<file path="config.mk">
export PLATFORM = sky130hd
export DESIGN_NAME = riscv_csr_sched_flat
export DESIGN_NICKNAME = d
export VERILOG_FILES = /design/src/rtl/riscv_defs.sv /design/src/rtl/riscv_csr_sched_if.sv /design/src/rtl/riscv_irq_prio.sv /design/src/rtl/riscv_csr_sched.sv /design/src/flat_wrapper.sv
export SDC_FILE = /design/constraint.sdc
export NUM_CORES = 1
export LEC_CHECK = 0
export ABC_CLOCK_PERIOD_IN_PS = 20100
export CAP_MARGIN = 20
export CORE_AREA = 2 2 190 192
export CTS_BUF_LIST = sky130_fd_sc_hd__clkbuf_8
export CTS_CLUSTER_SIZE = 16
export DETAILED_ROUTE_END_ITERATION = 16
export DIE_AREA = 0 0 192 194
export GPL_TIMING_DRIVEN = 0
export PLACE_DENSITY = 0.66
export SYNTH_ARGS = -nofsm -noshare
export SYNTH_HDL_FRONTEND = slang
export SYNTH_SLANG_ARGS = --single-unit
</file>
<file path="constraint.sdc">
create_clock -name clk -period 20.1 [get_ports clk]
set_clock_uncertainty 0.2 [all_clocks]
set_input_delay 6.03 -clock clk [delete_from_list [all_inputs] [get_ports clk]]
set_output_delay 6.03 -clock clk [all_outputs]
set_load 0.05 [all_outputs]
</file>
<file path="src/rtl/riscv_defs.sv">
// Shared definitions for the CSR/trap scheduler.
// Holds the bus widths, FSM state and take encodings, interrupt cause codes,
// CSR op encodings, the lane/port/trap payload structs and the helpers that
// build port and trap payloads from a lane.
package riscv_defs;

    localparam int unsigned XLEN    = 32;
    localparam int unsigned CSR_AW  = 12;
    localparam int unsigned OP_W    = 3;
    localparam int unsigned CAUSE_W = 4;
    localparam int unsigned IRQ_W   = 3;
    localparam int unsigned CNT_W   = 4;

    // CSR op encodings (funct3 of CSRRW/CSRRS/CSRRC)
    localparam logic [OP_W-1:0] CSR_OP_RW = 3'b001;
    localparam logic [OP_W-1:0] CSR_OP_RS = 3'b010;
    localparam logic [OP_W-1:0] CSR_OP_RC = 3'b011;

    // Machine interrupt cause codes
    localparam logic [CAUSE_W-1:0] CAUSE_MSI = 4'd3;
    localparam logic [CAUSE_W-1:0] CAUSE_MTI = 4'd7;
    localparam logic [CAUSE_W-1:0] CAUSE_MEI = 4'd11;

    typedef enum logic [2:0] {
        ST_IDLE,
        ST_ACC0,
        ST_ACC1,
        ST_TRAP,
        ST_FLUSH
    } state_e;

    // What IDLE decided to take this cycle, in priority order
    typedef enum logic [2:0] {
        TK_NONE,
        TK_INTR,
        TK_EXC0,
        TK_CSR0,
        TK_EXC1,
        TK_CSR1
    } take_e;

    typedef struct packed {
        logic               csr_valid;
        logic [CSR_AW-1:0]  addr;
        logic [XLEN-1:0]    wdata;
        logic [OP_W-1:0]    op;
        logic               wen;
        logic               exc_valid;
        logic [CAUSE_W-1:0] exc_cause;
        logic [XLEN-1:0]    exc_val;
        logic [XLEN-1:0]    pc;
    } lane_t;

    typedef struct packed {
        logic [CSR_AW-1:0] addr;
        logic [XLEN-1:0]   wdata;
        logic [OP_W-1:0]   op;
        logic              wen;
    } csr_port_t;

    typedef struct packed {
        logic               exc_req;
        logic               intr_req;
        logic [CAUSE_W-1:0] cause;
        logic [XLEN-1:0]    pc;
        logic [XLEN-1:0]    val;
    } trap_req_t;

    function automatic csr_port_t lane_port(input lane_t l);
        csr_port_t p;
        p.addr  = l.addr;
        p.wdata = l.wdata;
        p.op    = l.op;
        p.wen   = l.wen;
        return p;
    endfunction

    function automatic trap_req_t lane_trap(input lane_t l);
        trap_req_t t;
        t.exc_req  = 1'b1;
        t.intr_req = 1'b0;
        t.cause    = l.exc_cause;
        t.pc       = l.pc;
        t.val      = l.exc_val;
        return t;
    endfunction

endpackage

</file>
<file path="src/rtl/riscv_csr_sched_if.sv">
// CSR file port bundle between the scheduler and the CSR file.
// master: scheduler side (drives access and trap requests)
// slave : CSR file side (returns read data, trap vector and mie)
interface riscv_csr_sched_if;
    import riscv_defs::*;

    logic [CSR_AW-1:0]  csr_addr;
    logic [XLEN-1:0]    csr_wdata;
    logic [OP_W-1:0]    csr_op;
    logic               csr_wen;
    logic [XLEN-1:0]    csr_rdata;
    logic               csr_exc_req;
    logic               csr_intr_req;
    logic [CAUSE_W-1:0] csr_cause;
    logic [XLEN-1:0]    csr_exc_pc;
    logic [XLEN-1:0]    csr_exc_val;
    logic [XLEN-1:0]    csr_trap_pc;
    logic               csr_mie;

    modport master (
        output csr_addr, csr_wdata, csr_op, csr_wen,
        output csr_exc_req, csr_intr_req, csr_cause, csr_exc_pc, csr_exc_val,
        input  csr_rdata, csr_trap_pc, csr_mie
    );

    modport slave (
        input  csr_addr, csr_wdata, csr_op, csr_wen,
        input  csr_exc_req, csr_intr_req, csr_cause, csr_exc_pc, csr_exc_val,
        output csr_rdata, csr_trap_pc, csr_mie
    );

endinterface

</file>
<file path="src/rtl/riscv_irq_prio.sv">
// Interrupt priority encoder: external > software > timer.
// Ports: irq_pending (bit0 sw, bit1 timer, bit2 ext) -> valid, cause.
module riscv_irq_prio
    import riscv_defs::*;
(
    input  logic [IRQ_W-1:0]   irq_pending,
    output logic               valid,
    output logic [CAUSE_W-1:0] cause
);

    always_comb begin
        valid = |irq_pending;
        cause = '0;
        if (irq_pending[2]) begin
            cause = CAUSE_MEI;
        end else if (irq_pending[0]) begin
            cause = CAUSE_MSI;
        end else if (irq_pending[1]) begin
            cause = CAUSE_MTI;
        end
    end

endmodule

</file>
<file path="src/rtl/riscv_csr_sched.sv">
// Trap and CSR-access scheduler for the dual-issue core.
// Serialises lane 0 / lane 1 CSR accesses onto the single CSR port, takes
// interrupts and lane exceptions, and sequences trap request -> flush ->
// redirect.
// Ports: clk, rst_n (async, active-high), lane 0/1 CSR and exception inputs,
// irq_pending, issue_stall, rsp_* (CSR read response), flush, redirect_*,
// csr (CSR file port bundle, master side).
module riscv_csr_sched
    import riscv_defs::*;
#(
    parameter int unsigned FLUSH_CYCLES = 2
) (
    input  logic               clk,
    input  logic               rst_n,

    input  logic               l0_csr_valid,
    input  logic [CSR_AW-1:0]  l0_csr_addr,
    input  logic [XLEN-1:0]    l0_csr_wdata,
    input  logic [OP_W-1:0]    l0_csr_op,
    input  logic               l0_csr_wen,
    input  logic               l0_exc_valid,
    input  logic [CAUSE_W-1:0] l0_exc_cause,
    input  logic [XLEN-1:0]    l0_exc_val,
    input  logic [XLEN-1:0]    l0_pc,

    input  logic               l1_csr_valid,
    input  logic [CSR_AW-1:0]  l1_csr_addr,
    input  logic [XLEN-1:0]    l1_csr_wdata,
    input  logic [OP_W-1:0]    l1_csr_op,
    input  logic               l1_csr_wen,
    input  logic               l1_exc_valid,
    input  logic [CAUSE_W-1:0] l1_exc_cause,
    input  logic [XLEN-1:0]    l1_exc_val,
    input  logic [XLEN-1:0]    l1_pc,

    input  logic [IRQ_W-1:0]   irq_pending,

    output logic               issue_stall,
    output logic               rsp_valid,
    output logic               rsp_lane,
    output logic [XLEN-1:0]    rsp_rdata,
    output logic               flush,
    output logic               redirect_valid,
    output logic [XLEN-1:0]    redirect_pc,

    riscv_csr_sched_if.master  csr
);

    state_e             state;
    take_e              take_kind;
    logic               take;
    lane_t              l0_in;
    lane_t              l1_in;
    lane_t              pend_l1;
    csr_port_t          port_q;
    trap_req_t          trap_q;
    trap_req_t          intr_trap;
    logic [CNT_W-1:0]   flush_cnt;
    logic               irq_valid;
    logic [CAUSE_W-1:0] irq_cause;

    riscv_irq_prio u_irq_prio (
        .irq_pending (irq_pending),
        .valid       (irq_valid),
        .cause       (irq_cause)
    );

    assign l0_in = '{csr_valid: l0_csr_valid, addr: l0_csr_addr, wdata: l0_csr_wdata,
                     op: l0_csr_op, wen: l0_csr_wen, exc_valid: l0_exc_valid,
                     exc_cause: l0_exc_cause, exc_val: l0_exc_val, pc: l0_pc};
    assign l1_in = '{csr_valid: l1_csr_valid, addr: l1_csr_addr, wdata: l1_csr_wdata,
                     op: l1_csr_op, wen: l1_csr_wen, exc_valid: l1_exc_valid,
                     exc_cause: l1_exc_cause, exc_val: l1_exc_val, pc: l1_pc};

    // Interrupts are reported against the older instruction
    assign intr_trap = '{exc_req: 1'b0, intr_req: 1'b1, cause: irq_cause,
                         pc: l0_pc, val: '0};

    // Take selection; interrupts and mie are only looked at in IDLE
    always_comb begin
        take_kind = TK_NONE;
        if (state == ST_IDLE) begin
            if (csr.csr_mie && irq_valid) begin
                take_kind = TK_INTR;
            end else if (l0_exc_valid) begin
                take_kind = TK_EXC0;
            end else if (l0_csr_valid) begin
                take_kind = TK_CSR0;
            end else if (l1_exc_valid) begin
                take_kind = TK_EXC1;
            end else if (l1_csr_valid) begin
                take_kind = TK_CSR1;
            end
        end
    end

    assign take        = (take_kind != TK_NONE);
    // Held low while reset is asserted so lanes see no stall from stale inputs
    assign issue_stall = !rst_n && ((state != ST_IDLE) || take);

    // CSR port outputs are registered copies of the next-state payload
    assign csr.csr_addr     = port_q.addr;
    assign csr.csr_wdata    = port_q.wdata;
    assign csr.csr_op       = port_q.op;
    assign csr.csr_wen      = port_q.wen;
    assign csr.csr_exc_req  = trap_q.exc_req;
    assign csr.csr_intr_req = trap_q.intr_req;
    assign csr.csr_cause    = trap_q.cause;
    assign csr.csr_exc_pc   = trap_q.pc;
    assign csr.csr_exc_val  = trap_q.val;

    // FSM with registered outputs; every strobe defaults to 0 each cycle
    always_ff @(posedge clk or posedge rst_n) begin
        if (rst_n) begin
            state          <= ST_IDLE;
            pend_l1        <= '0;
            flush_cnt      <= '0;
            port_q         <= '0;
            trap_q         <= '0;
            rsp_valid      <= 1'b0;
            rsp_lane       <= 1'b0;
            rsp_rdata      <= '0;
            flush          <= 1'b0;
            redirect_valid <= 1'b0;
            redirect_pc    <= '0;
        end else begin
            port_q         <= '0;
            trap_q         <= '0;
            rsp_valid      <= 1'b0;
            rsp_lane       <= 1'b0;
            rsp_rdata      <= '0;
            flush          <= 1'b0;
            redirect_valid <= 1'b0;
            redirect_pc    <= '0;

            case (state)
                ST_IDLE: begin
                    if (take) begin
                        pend_l1 <= l1_in;
                    end
                    case (take_kind)
                        TK_INTR: begin
                            state  <= ST_TRAP;
                            trap_q <= intr_trap;
                        end
                        TK_EXC0: begin
                            state  <= ST_TRAP;
                            trap_q <= lane_trap(l0_in);
                        end
                        TK_CSR0: begin
                            state  <= ST_ACC0;
                            port_q <= lane_port(l0_in);
                        end
                        TK_EXC1: begin
                            state  <= ST_TRAP;
                            trap_q <= lane_trap(l1_in);
                        end
                        TK_CSR1: begin
                            state  <= ST_ACC1;
                            port_q <= lane_port(l1_in);
                        end
                        default: ;
                    endcase
                end

                // Lane 1 work behind a lane 0 access: exception beats CSR op
                ST_ACC0: begin
                    rsp_valid <= 1'b1;
                    rsp_lane  <= 1'b0;
                    rsp_rdata <= csr.csr_rdata;
                    if (pend_l1.exc_valid) begin
                        state  <= ST_TRAP;
                        trap_q <= lane_trap(pend_l1);
                    end else if (pend_l1.csr_valid) begin
                        state  <= ST_ACC1;
                        port_q <= lane_port(pend_l1);
                    end else begin
                        state  <= ST_IDLE;
                    end
                end

                ST_ACC1: begin
                    rsp_valid <= 1'b1;
                    rsp_lane  <= 1'b1;
                    rsp_rdata <= csr.csr_rdata;
                    state     <= ST_IDLE;
                end

                // Vector is captured straight into the redirect register
                ST_TRAP: begin
                    state          <= ST_FLUSH;
                    flush          <= 1'b1;
                    redirect_valid <= 1'b1;
                    redirect_pc    <= csr.csr_trap_pc;
                    flush_cnt      <= CNT_W'(FLUSH_CYCLES - 1);
                end

                ST_FLUSH: begin
                    if (flush_cnt == '0) begin
                        state <= ST_IDLE;
                    end else begin
                        flush     <= 1'b1;
                        flush_cnt <= flush_cnt - CNT_W'(1);
                    end
                end

                default: state <= ST_IDLE;
            endcase
        end
    end

endmodule

</file>
<file path="src/flat_wrapper.sv">
// flat-port wrapper written by rule: the top's interface ports become plain ports
module riscv_csr_sched_flat import riscv_defs::*;
#(
    parameter int unsigned FLUSH_CYCLES = 2
)
  (clk, rst_n, l0_csr_valid, l0_csr_addr, l0_csr_wdata, l0_csr_op, l0_csr_wen, l0_exc_valid, l0_exc_cause, l0_exc_val, l0_pc, l1_csr_valid, l1_csr_addr, l1_csr_wdata, l1_csr_op, l1_csr_wen, l1_exc_valid, l1_exc_cause, l1_exc_val, l1_pc, irq_pending, issue_stall, rsp_valid, rsp_lane, rsp_rdata, flush, redirect_valid, redirect_pc, csr_csr_addr, csr_csr_wdata, csr_csr_op, csr_csr_wen, csr_csr_exc_req, csr_csr_intr_req, csr_csr_cause, csr_csr_exc_pc, csr_csr_exc_val, csr_csr_rdata, csr_csr_trap_pc, csr_csr_mie);
  riscv_csr_sched_if csr_i ();
  input  logic clk;
  input  logic rst_n;
  input  logic l0_csr_valid;
  input  logic [CSR_AW-1:0] l0_csr_addr;
  input  logic [XLEN-1:0] l0_csr_wdata;
  input  logic [OP_W-1:0] l0_csr_op;
  input  logic l0_csr_wen;
  input  logic l0_exc_valid;
  input  logic [CAUSE_W-1:0] l0_exc_cause;
  input  logic [XLEN-1:0] l0_exc_val;
  input  logic [XLEN-1:0] l0_pc;
  input  logic l1_csr_valid;
  input  logic [CSR_AW-1:0] l1_csr_addr;
  input  logic [XLEN-1:0] l1_csr_wdata;
  input  logic [OP_W-1:0] l1_csr_op;
  input  logic l1_csr_wen;
  input  logic l1_exc_valid;
  input  logic [CAUSE_W-1:0] l1_exc_cause;
  input  logic [XLEN-1:0] l1_exc_val;
  input  logic [XLEN-1:0] l1_pc;
  input  logic [IRQ_W-1:0] irq_pending;
  output logic issue_stall;
  output logic rsp_valid;
  output logic rsp_lane;
  output logic [XLEN-1:0] rsp_rdata;
  output logic flush;
  output logic redirect_valid;
  output logic [XLEN-1:0] redirect_pc;
  output wire logic [$bits(csr_i.csr_addr)-1:0] csr_csr_addr;
  output wire logic [$bits(csr_i.csr_wdata)-1:0] csr_csr_wdata;
  output wire logic [$bits(csr_i.csr_op)-1:0] csr_csr_op;
  output wire logic [$bits(csr_i.csr_wen)-1:0] csr_csr_wen;
  output wire logic [$bits(csr_i.csr_exc_req)-1:0] csr_csr_exc_req;
  output wire logic [$bits(csr_i.csr_intr_req)-1:0] csr_csr_intr_req;
  output wire logic [$bits(csr_i.csr_cause)-1:0] csr_csr_cause;
  output wire logic [$bits(csr_i.csr_exc_pc)-1:0] csr_csr_exc_pc;
  output wire logic [$bits(csr_i.csr_exc_val)-1:0] csr_csr_exc_val;
  input wire logic [$bits(csr_i.csr_rdata)-1:0] csr_csr_rdata;
  input wire logic [$bits(csr_i.csr_trap_pc)-1:0] csr_csr_trap_pc;
  input wire logic [$bits(csr_i.csr_mie)-1:0] csr_csr_mie;
  assign csr_csr_addr = csr_i.csr_addr;
  assign csr_csr_wdata = csr_i.csr_wdata;
  assign csr_csr_op = csr_i.csr_op;
  assign csr_csr_wen = csr_i.csr_wen;
  assign csr_csr_exc_req = csr_i.csr_exc_req;
  assign csr_csr_intr_req = csr_i.csr_intr_req;
  assign csr_csr_cause = csr_i.csr_cause;
  assign csr_csr_exc_pc = csr_i.csr_exc_pc;
  assign csr_csr_exc_val = csr_i.csr_exc_val;
  assign csr_i.csr_rdata = csr_csr_rdata;
  assign csr_i.csr_trap_pc = csr_csr_trap_pc;
  assign csr_i.csr_mie = csr_csr_mie;
  riscv_csr_sched #(.FLUSH_CYCLES(FLUSH_CYCLES)) u_core (.clk(clk), .rst_n(rst_n), .l0_csr_valid(l0_csr_valid), .l0_csr_addr(l0_csr_addr), .l0_csr_wdata(l0_csr_wdata), .l0_csr_op(l0_csr_op), .l0_csr_wen(l0_csr_wen), .l0_exc_valid(l0_exc_valid), .l0_exc_cause(l0_exc_cause), .l0_exc_val(l0_exc_val), .l0_pc(l0_pc), .l1_csr_valid(l1_csr_valid), .l1_csr_addr(l1_csr_addr), .l1_csr_wdata(l1_csr_wdata), .l1_csr_op(l1_csr_op), .l1_csr_wen(l1_csr_wen), .l1_exc_valid(l1_exc_valid), .l1_exc_cause(l1_exc_cause), .l1_exc_val(l1_exc_val), .l1_pc(l1_pc), .irq_pending(irq_pending), .issue_stall(issue_stall), .rsp_valid(rsp_valid), .rsp_lane(rsp_lane), .rsp_rdata(rsp_rdata), .flush(flush), .redirect_valid(redirect_valid), .redirect_pc(redirect_pc), .csr(csr_i));
endmodule
</file>
Word-level counts from Yosys, hierarchy flattened. Cells that the tools add are included.

Flip-flop bits (word level): 311. Latch bits: 0. Bits in writable memories: 0. ROM bits: 0. Input bits: 306. Memories: 0.

$add $sub $neg: 1. Multiply operators: 0. Div/mod/pow operators: 0. $lt $le $gt $ge: 0. Equality and inequality tests: 12. Shifts and indexed selects: 0. Mux-type cells: 30. Bitwise operators: 0. Reductions and logical operators: 15.

Operator list (number): $pmux W70 S3 (1); $pmux W48 S2 (2); $pmux W70 S2 (1); $mux W48 (2); $mux W70 (1); $mux W32 (2); $mux W3 (10); $eq A3 B2 Y1 const B (4); $pmux W3 S4 (1); $eq A3 B3 Y1 const B (3); $pmux W3 S3 (1); $mux W4 (2); $pmux W4 S2 (1); $eq A3 B1 Y1 const B (2); $reduce_and A2 Y1 (3); $reduce_bool A3 Y1 (2); $reduce_or A3 Y1 (2); $logic_not A4 Y1 (1); $mux W1 (4); $ne A4 B4 Y1 const B (1); $sub A4 B1 Y4 const B (1); $logic_not A3 Y1 (1); $logic_and A1 B1 Y1 (2); $mux W2 (1); other kinds (7) (7).

Longest topological paths before layout.
Word-level depth: 10. Mapped depth: 7. Depth with buffers taken out: 5.

Modules after synthesis. Synthesis repeated with hierarchy kept, for this count alone.

Cells, all modules: 969. Area, all modules: 12042.8 um2.

By module, submodules not included: riscv_csr_sched (times used 1, cells an instance 964, area an instance 12006.5 um2); riscv_irq_prio (times used 1, cells an instance 5, area an instance 36.3 um2).

Worst setup path before layout. OpenSTA, ideal clock, no wires.

Kind: input -> output. Start: input port l0_exc_valid. End: output port issue_stall. Arrival: 7.209 ns. Data required time: 13.870 ns. Setup slack: 6.661 ns. Stages: 3. Cell sequence: buf_2 nor4_1 a31oi_1.

Longest elaborated chain between the ends: 6.

RTL lines: from (decl) (line flat_wrapper.sv:15) `input logic l0_exc_valid;`; $mux W3 (line riscv_csr_sched.sv:85) `end else if (l0_exc_valid) begin`; $mux W3 (line riscv_csr_sched.sv:83) `if (csr.csr_mie && irq_valid) begin`; $mux W3 (line riscv_csr_sched.sv:82) `if (state == ST_IDLE) begin`; $reduce_bool A3 Y1 (line riscv_csr_sched.sv:97) `assign take = (take_kind != TK_NONE);`; $logic_or A1 B1 Y1 (line riscv_csr_sched.sv:99) `assign issue_stall = !rst_n && ((state != ST_IDLE) || take);`; $logic_and A1 B1 Y1 (line riscv_csr_sched.sv:99); to (decl) (line flat_wrapper.sv:29) `output logic issue_stall;`.

No other way between the ends.

Worst setup path after layout. Ends and elaborated chain as after synthesis.

==> results.txt <==
status -> completed
setup tns final -> 0 ps
most used standard cell by instance count after synthesis -> sky130_fd_sc_hd__dfrtp_1
Tcrit/Tclk final -> 71.7%
Synth Warn # -> 0
TritonCTS clock tree -> built
global placer's final weighted congestion -> 0.798
post-synthesis sequential element count -> 311
pins over their slew limit -> 0
internal power consumption -> 1.74 mW
number of setup violations in the final report -> 0
number of flops mapped to enable cells by yosys -> 0
number of antenna violations at the first check in global routing -> 12
count of filler cells inserted in the layout -> 3040
synthesis-to-layout area growth -> 54.2%
iteration-0 DRC count of the detailed router -> 407
combinational cell fraction of total power -> 46.3%
Die Span X -> 192 µm
beginning of the worst register-to-register path -> u_core.state[2]
via count of the first global-routing pass -> 10400
area of the core region -> 35200 µm²
total count of hold-check failures in the final report -> 0
post-synth design cell area -> 12300 µm²
H-tree depth -> 2
Unique masters post-synth -> 42
setup repair after global routing missed its margin -> false
Hold Crit Endpoint -> u_core.pend_l1[63]
power share of the sequential group -> 33.5%
Net Sw Power -> 1.16 mW
largest net degree at the start of global routing -> 120
worst-case setup slack after placement -> 5700 ps
leading post-synthesis cells by instance count -> 311 x sky130_fd_sc_hd__dfrtp_1, 128 x sky130_fd_sc_hd__and2_1, 114 x sky130_fd_sc_hd__a221o_1, 99 x sky130_fd_sc_hd__mux2_2, 54 x sky130_fd_sc_hd__inv_1
maximum clock rate -> 69.4 MHz
hold wc startpoint -> u_core.pend_l1[63]
Pre-antenna DRT Iters -> 4
WL final -> 41100 µm
number of buffers created by CTS -> 55
register-to-register setup slack -> 17380 ps
ANT nets after route -> 0
Port Buf Inserts -> 492
element type at the critical path end -> primary output
vias after detailed routing -> 9692
worst-path fanout max -> 10
clock network power share -> 20.2%
final-layout worst hold slack -> 279 ps
ratio of cells with drive above 1 in the final layout -> 14.8%
Die Height -> 194 µm
post-detailed-placement half-perimeter wirelength -> 30000 µm
wire length of the first global-routing pass -> 61100 µm
Arr. time, crit path -> 8180 ps
largest area contributor in the synthesized netlist -> sky130_fd_sc_hd__dfrtp_1
total setup buffers inserted after CTS -> 0
Max IR drop VDD -> 0.0987 mV
residual DRC count -> 0
Final min period -> 14410 ps
Synth Flop Type -> sky130_fd_sc_hd__dfrtp_1
initial cell density of the core -> 35.0%
ports placed on the boundary -> 493
path class of the lowest-slack min-delay path -> flip-flop to flip-flop
clock latency reported for the late side of the worst-skew pair -> 620 ps
hold-fix buffer count after cts -> 0
number of instances resized during post-cts repair -> 0
maximum buffer depth of the clock tree -> 3
combined global-route utilization of all metal layers -> 21.7%
post-DR vias/cell -> 4.94
endpoint of the lowest-slack register-to-register path -> u_core.pend_l1[30]
top post-synthesis cells by area -> sky130_fd_sc_hd__dfrtp_1 63%, sky130_fd_sc_hd__a221o_1 9.2%, sky130_fd_sc_hd__mux2_2 9.0%
Worst Reg2Reg Path Length in Cells -> 7
utilization after layout -> 54.0%
overall die area -> 37200 µm²
clk sink count -> 311
Worst Max-Slew Pin Slew -> 819 ps
critical path data required time -> 13870 ps
sequential cell area fraction in the yosys report -> 63.1%
power density cells -> 152 nW/µm²
net count of the mapped netlist -> 1209
Synth top area share -> 63.1%
maxcap violations -> 0
static leakage -> 8.35 nW
kind of critical path -> primary input to primary output
clock slew at reported path FFs -> 50 ps
standard-cell row count -> 69
worst-case headroom to the max-slew limit -> 45.0%
gate count after technology mapping -> 902
crit path setup slack, layout -> 5690 ps
average detailed-routed wire length per instance -> 20.9 µm
mean cell area of the mapped netlist -> 13.7 µm²
root buffer cell -> sky130_fd_sc_hd__clkbuf_8
fraction of registers with async set or reset after synthesis -> 100%
count of cells along the worst hold path -> 1
Net Sw Frac -> 40.0%
grt total ovfl -> 0
# nets final -> 1760
kind of launch point of the worst setup path -> primary input
-- worst max-delay path: stages --
cell                              delay (ps)
sky130_fd_sc_hd__clkdlybuf4s50_1         480
sky130_fd_sc_hd__buf_2                   240
sky130_fd_sc_hd__nor4_1                  480
sky130_fd_sc_hd__a31oi_1                 160
sky130_fd_sc_hd__clkdlybuf4s50_1         780
-- power by group through the flow --
stage                     registers (mW)  clock network (mW)  logic [mW]
final                              0.971               0.585        1.34
after global routing               0.996               0.632        1.42
after CTS                          0.971               0.604        1.36
after detailed placement           0.981                   0        1.35
after global placement             0.974                   0        1.34
after floorplan                     1.39                   0       0.453
-- sequential cells by signal, summed over array words and instances (netlist names) --
register	count
u_core.flush_cnt	4
u_core.rsp_lane	1
u_core.rsp_rdata	32
u_core.csr.csr_op	3
u_core.redirect_valid	1
u_core.csr.csr_exc_val	32
u_core.state	3
u_core.csr.csr_cause	4
u_core.rsp_valid	1
u_core.flush	1
u_core.csr.csr_wdata	32
u_core.csr.csr_exc_req	1
u_core.csr.csr_intr_req	1
u_core.csr.csr_wen	1
u_core.csr.csr_exc_pc	32
u_core.redirect_pc	32
u_core.pend_l1	118
u_core.csr.csr_addr	12
-- cell families after synthesis --
group,synth area share (%)
xor gates and xnor gates,0.0710
buffers and inverters,4.58
AOI/OAI and AO/OA,10.6
and+or+nand+nor,10.7
muxes,10.9
adders and majority gates,0.101
DFF,63.1
-- cell type report --
type | count | area [µm²] | area share (%)
buffer | 72 | 363 | 1.91
tap | 461 | 577 | 3.03
sequential | 311 | 7780 | 40.9
timing repair buffer | 494 | 4980 | 26.2
inverter | 54 | 210 | 1.10
clock buffer | 74 | 1020 | 5.35
clock inverter | 22 | 88.8 | 0.467
multi-input combinational | 465 | 3990 | 21.0
antenna | 9 | 22.5 | 0.118
-- layer usage --
metal | GRT usage (%) | share of wire (%) | up-vias
met2 | 36.7 | 50 | 375
met4 | 8.93 | 3.5 | 4
met1 | 25.2 | 38 | 4831
met3 | 7.26 | 8.4 | 86
met5 | 0 | 0.066 | -
li1 | - | - | 4396
-- worst max-delay path by stage --
stage            startpoint                endpoint  slack [ps]  cells past startpoint
2_1_floorplan         rst_n  u_core.csr.csr_addr[0]        5270                      1
3_3_place_gp          rst_n  u_core.redirect_pc[17]        1040                      2
3_5_place_dp   l0_exc_valid             issue_stall        5700                      5
4_1_cts        l0_exc_valid             issue_stall        5700                      5
5_1_grt        l0_exc_valid             issue_stall        5560                      5
6_report       l0_exc_valid             issue_stall        5690                      5
-- cell usage in the layout (no fill, tap or decap), drive strengths merged, types with 2 or more instances in the layout --
cell type / instances
and2: 128
a21oi: 5
a2111oi: 2
a32oi: 2
o211ai: 2
clkdlybuf4s50: 492
or3: 4
inv: 73
o31ai: 3
nor2: 3
clkinv: 2
mux2: 119
buf: 38
nand2: 3
a221o: 114
nor4: 50
nor3b: 5
diode: 9
and3: 3
clkbuf: 110
dfrtp: 311
o21ai: 5
-- metrics by stage --
stage | power (mW) | cell area (µm²) | cells
2_1_floorplan | 1.85 | 12300 | 902
3_3_place_gp | 2.31 | 17800 | 1855
3_5_place_dp | 2.34 | 17900 | 1857
4_1_cts | 2.93 | 19000 | 1953
5_1_grt | 3.04 | 19000 | 1962
6_report | 2.90 | 19000 | 1962
No activity file was read; power rests on OpenSTA's default activity.
